--- config.mk ---
export PLATFORM = sky130hd
export DESIGN_NAME = dac_stream_arbiter
export DESIGN_NICKNAME = d
export VERILOG_FILES = /design/src/rtl/dac_stream_arbiter_pkg.sv /design/src/rtl/dac_stream_arbiter.sv
export SDC_FILE = /design/constraint.sdc
export NUM_CORES = 1
export LEC_CHECK = 0
export BUFFER_PORTS_ARGS = -buffer_cell sky130_fd_sc_hd__buf_2
export CAP_MARGIN = 0
export CORE_MARGIN = 2
export CORE_UTILIZATION = 50
export DETAILED_ROUTE_END_ITERATION = 12
export PLACE_DENSITY_LB_ADDON = 0.2
export SLEW_MARGIN = 20
export SYNTH_ARGS = -nofsm -noshare
export SYNTH_HDL_FRONTEND = slang
export SYNTH_SLANG_ARGS = --single-unit
--- constraint.sdc ---
create_clock -name clk -period 2.09 [get_ports clk]
set_clock_uncertainty 0.05 [all_clocks]
set_input_delay 0.1045 -clock clk [delete_from_list [all_inputs] [get_ports clk]]
set_output_delay 0.1045 -clock clk [all_outputs]
set_load 0.01 [all_outputs]
--- src/rtl/dac_stream_arbiter_pkg.sv ---
// Shared definitions for the two-channel DAC stream arbiter:
// the arbitration FSM states and the channel encoding used on asoChannel.
package drvAd56x3Pkg;

    typedef enum logic [1:0] {
        RR     = 2'd0,
        PAIR_A = 2'd1,
        PAIR_B = 2'd2
    } arb_state_e;

    localparam logic CH_A = 1'b0;
    localparam logic CH_B = 1'b1;

endpackage

--- src/rtl/dac_stream_arbiter.sv ---
// Merges two Avalon-ST sample streams (A, B) onto one registered source,
// either round-robin or as strictly paired A-then-B updates.
module dac_stream_arbiter
    import drvAd56x3Pkg::*;
#(
    parameter int DATA_WIDTH = 14
) (
    input  logic                  clk,
    input  logic                  reset,
    input  logic                  paired,
    input  logic                  asiAValid,
    input  logic [DATA_WIDTH-1:0] asiAData,
    output logic                  asiARdy,
    input  logic                  asiBValid,
    input  logic [DATA_WIDTH-1:0] asiBData,
    output logic                  asiBRdy,
    output logic                  asoValid,
    output logic                  asoChannel,
    output logic [DATA_WIDTH-1:0] asoData,
    input  logic                  asoRdy,
    output logic [15:0]           cntA,
    output logic [15:0]           cntB
);

    arb_state_e            state_q, state_d;
    logic                  last_grant_q, last_grant_d;
    logic                  aso_valid_q, aso_valid_d;
    logic                  aso_channel_q, aso_channel_d;
    logic [DATA_WIDTH-1:0] aso_data_q, aso_data_d;
    logic [15:0]           cnt_a_q, cnt_a_d;
    logic [15:0]           cnt_b_q, cnt_b_d;

    logic grant_vld;
    logic grant_ch;
    logic accept;
    logic fire;

    // Eligibility per state; in RR a tie goes to the channel not served last.
    always_comb begin
        grant_vld = 1'b0;
        grant_ch  = CH_A;
        unique case (state_q)
            RR: begin
                if (!paired) begin
                    if (asiAValid && asiBValid) begin
                        grant_vld = 1'b1;
                        grant_ch  = (last_grant_q == CH_A) ? CH_B : CH_A;
                    end else if (asiAValid) begin
                        grant_vld = 1'b1;
                        grant_ch  = CH_A;
                    end else if (asiBValid) begin
                        grant_vld = 1'b1;
                        grant_ch  = CH_B;
                    end
                end
            end
            PAIR_A: begin
                grant_vld = asiAValid;
                grant_ch  = CH_A;
            end
            PAIR_B: begin
                grant_vld = asiBValid;
                grant_ch  = CH_B;
            end
            default: begin
                grant_vld = 1'b0;
                grant_ch  = CH_A;
            end
        endcase
    end

    assign accept  = (!aso_valid_q || asoRdy) && grant_vld && !reset;
    assign asiARdy = accept && (grant_ch == CH_A);
    assign asiBRdy = accept && (grant_ch == CH_B);
    assign fire    = aso_valid_q && asoRdy;

    always_comb begin
        state_d = state_q;
        unique case (state_q)
            RR: begin
                if (paired) begin
                    state_d = PAIR_A;
                end
            end
            PAIR_A: begin
                if (accept) begin
                    state_d = PAIR_B;
                end else if (!paired) begin
                    state_d = RR;
                end
            end
            // A started pair always completes, whatever paired does meanwhile.
            PAIR_B: begin
                if (accept) begin
                    state_d = paired ? PAIR_A : RR;
                end
            end
            default: begin
                state_d = RR;
            end
        endcase
    end

    always_comb begin
        last_grant_d  = last_grant_q;
        aso_valid_d   = aso_valid_q;
        aso_channel_d = aso_channel_q;
        aso_data_d    = aso_data_q;
        cnt_a_d       = cnt_a_q;
        cnt_b_d       = cnt_b_q;

        if (accept) begin
            last_grant_d  = grant_ch;
            aso_valid_d   = 1'b1;
            aso_channel_d = grant_ch;
            aso_data_d    = (grant_ch == CH_B) ? asiBData : asiAData;
        end else if (asoRdy) begin
            aso_valid_d   = 1'b0;
        end

        if (fire && (aso_channel_q == CH_A)) begin
            cnt_a_d = cnt_a_q + 16'd1;
        end
        if (fire && (aso_channel_q == CH_B)) begin
            cnt_b_d = cnt_b_q + 16'd1;
        end
    end

    always_ff @(posedge clk) begin
        if (reset) begin
            state_q       <= RR;
            last_grant_q  <= CH_B;
            aso_valid_q   <= 1'b0;
            aso_channel_q <= CH_A;
            aso_data_q    <= '0;
            cnt_a_q       <= 16'd0;
            cnt_b_q       <= 16'd0;
        end else begin
            state_q       <= state_d;
            last_grant_q  <= last_grant_d;
            aso_valid_q   <= aso_valid_d;
            aso_channel_q <= aso_channel_d;
            aso_data_q    <= aso_data_d;
            cnt_a_q       <= cnt_a_d;
            cnt_b_q       <= cnt_b_d;
        end
    end

    assign asoValid   = aso_valid_q;
    assign asoChannel = aso_channel_q;
    assign asoData    = aso_data_q;
    assign cntA       = cnt_a_q;
    assign cntB       = cnt_b_q;

endmodule

==> results.ini <==
[outcome]
outcome = finished, final reports clean

[critical_path]
path_max_fanout = 7
criticalPathCategory = reg -> out
setup.reg_to_reg.worst_slack_ps = 290
critical_path_arrival_ps = 1760
worst_ep_required_time_ps = 1940
timing.critical_path.from_type = flop
worstPathCellList = nand2b_1 > a32o_1 > buf_4 > nand2_1 > a211oi_1 > buf_2
top_cell_family_by_delay_on_the_critical_path = flip-flops
cpMaxStageDelayCell = dfxtp_1
timing.critical_path.to_type = output port
cp.buffers_inverters = 2
critPathMaxStageDelay_ps = 440

[global_routing]
grt.busiest_layer = met2
first_global_vias = 2059
use_met1_pct = 27.6
grt.met3_usage_pct = 5.49
global_route.overflow_total = 0
wire_length_of_the_first_global_routing_pass_mm = 9.29
antenna_found_initial = 0
grt_start_max_net_pins = 26
grt.total_usage_pct = 21.6
use_met2_pct = 35.9

[floorplan]
core_um2 = 4690
die_w_um = 73.6
die_area_um2 = 5420
floorplan.die.height_um = 73.6
core.rowCount = 25
start_util_pct = 51.7
io-pin-count = 84

[power_and_ir_drop]
power.leakage_nw = 1.26
cellPowerDensity_nw_per_um2 = 647
irDropWorstVdd_mv = 0.351

[routing]
drt-initial-drc-count = 126
routed_wl_mm = 5.67
post_drt_via_cell_ratio = 5.54
route.detailed.drc = 0
detailedRoute.firstPassIterationCount = 4
dr_total_vias = 2328
route.detailed.wl_per_inst_um = 13.5
final_antenna_net_count = 0

[cts]
clock_latency_ps = 300
clock-root-buffer = clkbuf_8
cts_tree = yes
post_cts_hold_buffer_count = 0
post_cts.repair.setup_buffers = 0
clock_tree_sinks = 51
clock_tree.htree_level_count = 2
clock_path_buffers = 2
post_cts.resized_instances = 0
tritoncts.num_buffers = 5
clk_pin_slew_ps = 90

[sta]
slew_viol_final = 0
finalSetupTns_ps = 0
tightest_slew_ps = 435
slew_headroom_pct = 71.0
rsz0062_at_grt = no
final_critical_path_time_including_i_o_delays_and_setup_ps = 1910
fin_crit_sh_pct = 91.6
fin_ws_ps = 176
clock.fmax_mhz = 523
setup_viol = 0
final_hold_viol_count = 0

[synthesis]
yosys.area_share.adder_pct = 1.03
ys_warn_count = 0
number_of_distinct_library_cell_variants_in_the_gate_level_netlist_after_synthesis = 46
post_synth_xor_area_fraction_pct = 6.50
synth_edf_count = 0
synth_top_flop_cell = dfxtp_1
synth.avg_cell_area_um2 = 8.57
synth_simple_gate_area_share_pct = 24.8
post_synthesis_compound_gate_area_fraction_pct = 18.8
yosys-mux-area-fraction_pct = 1.29
synth.ff_latch_count = 51
yosysSeqAreaShare_pct = 42.1
combinational_family_with_the_most_area_after_synthesis = simple AND/OR/NAND/NOR gates
async_set_or_reset_flop_fraction_in_the_synthesized_netlist_pct = 0
syn-instance-count = 283
postSynthNetCount = 319
post_synthesis_cell_area_um2 = 2420

[cells_and_area]
antenna-diode-count = 0
nNetsFinal = 401
layout_common_cells = 83 x buf_2, 51 x dfxtp_1, 27 x a21oi_1, 27 x nor2_1, 24 x nand3_1
synthToLayoutAreaGrowth_pct = 23.4
layout-drive-gt1-share_pct = 31.1
layout.cells.most_common = buf_2
fin_util_pct = 63.8

[min_path]
hold_class = in -> reg

[placed_design]
port_buffers = 83
place.gp.congestion = 0.852
post-place-ws_ps = 325
dp_hpwl_mm = 4.09

[job]
max_cap_violations = 0

-- final cells by class --
cell class,instances,area (um^2)
clock buffers,7,96.3
clock inverters,1,7.51
multi-input cells,204,1270
inverters,10,37.5
flip-flops and latches,51,1020
repair buffers,93,490
fillers,447,1700
well taps,54,67.6
-- metal layers --
layer,wire length (um),up-vias,share of wire [%]
li1,-,1197,-
met1,2710,1056,48
met2,2620,69,46
met3,280,6,4.9
met4,64,0,1.1
met5,0,-,0
-- flip-flops by register name, summed over array words and instances, names as in the netlist --
register	cells
asoChannel	1
last_grant_q	1
cntB	16
state_q	2
asoData	14
asoValid	1
cntA	16
-- kinds of logic (layout without fill, tap and decap cells) --
logic type / after synthesis / count (layout)
mux: 3 / 3
simple gates: 108 / 108
flops: 51 / 51
fa+ha+maj: 2 / 2
xor+xnor: 18 / 18
buf+inv: 28 / 111
compound gates: 73 / 73
-- report_power, final --
part	internal (mW)	total [mW]	switching (mW)
clock	0.302	0.627	0.326
combinational	0.117	0.272	0.155
sequential	1.01	1.04	0.0264
-- Yosys cell counts (all sizes together), types with 2 or more instances --
| master | n | share of area [%] |
|---|---|---|
| dfxtp | 51 | 42 |
| nor2b | 3 | 0.77 |
| mux2i | 2 | 0.83 |
| or3 | 4 | 1.0 |
| nand2 | 10 | 1.5 |
| inv | 9 | 1.4 |
| nand3 | 26 | 5.8 |
| xor2 | 6 | 2.2 |
| nand2b | 2 | 0.52 |
| a21oi | 27 | 5.6 |
| nor4 | 4 | 1.3 |
| nand4b | 3 | 1.1 |
| xnor2 | 12 | 4.3 |
| and3 | 5 | 1.3 |
| o31ai | 3 | 0.93 |
| or4 | 3 | 0.93 |
| buf | 5 | 1.9 |
| o21ai | 20 | 4.1 |
| clkbuf | 13 | 2.0 |
| a311oi | 14 | 5.1 |
| ha | 2 | 1.0 |
| nor3 | 6 | 1.2 |
| and4 | 2 | 0.72 |
| a31o | 3 | 1.1 |
| nand4 | 6 | 1.8 |
| nor2 | 27 | 4.2 |
-- final timing paths --
kind              depth (start not counted)                 startpoint                         to
setup / recovery                          6    state_q[1]$_SDFFE_PP0P_                    asiARdy
setup reg to reg                          5       cntA[0]$_SDFFE_PP0P_       cntA[8]$_SDFFE_PP0P_
hold / removal                            3                     paired    state_q[0]$_SDFFE_PP0P_
hold reg to reg                           2  last_grant_q$_SDFFE_PP1P_  last_grant_q$_SDFFE_PP1P_
-- stage by stage --
| step | instance area (um^2) | total power [mW] | instances | hold slack [ps] |
|---|---|---|---|---|
| floorplan | 2420 | 1.23 | 283 | 183 |
| global placement | 2890 | 1.33 | 412 | 329 |
| detailed placement | 2890 | 1.33 | 412 | 326 |
| CTS | 2990 | 1.96 | 420 | 1.38 |
| global route | 2990 | 2.03 | 420 | 23.7 |
| finish | 2990 | 1.94 | 420 | 10.4 |
-- worst min-delay path: stages --
cell and delay, ps:
buf_2 120, nand3_1 60, a21oi_1 40
Note: power is estimated with default switching activity, not from simulation.
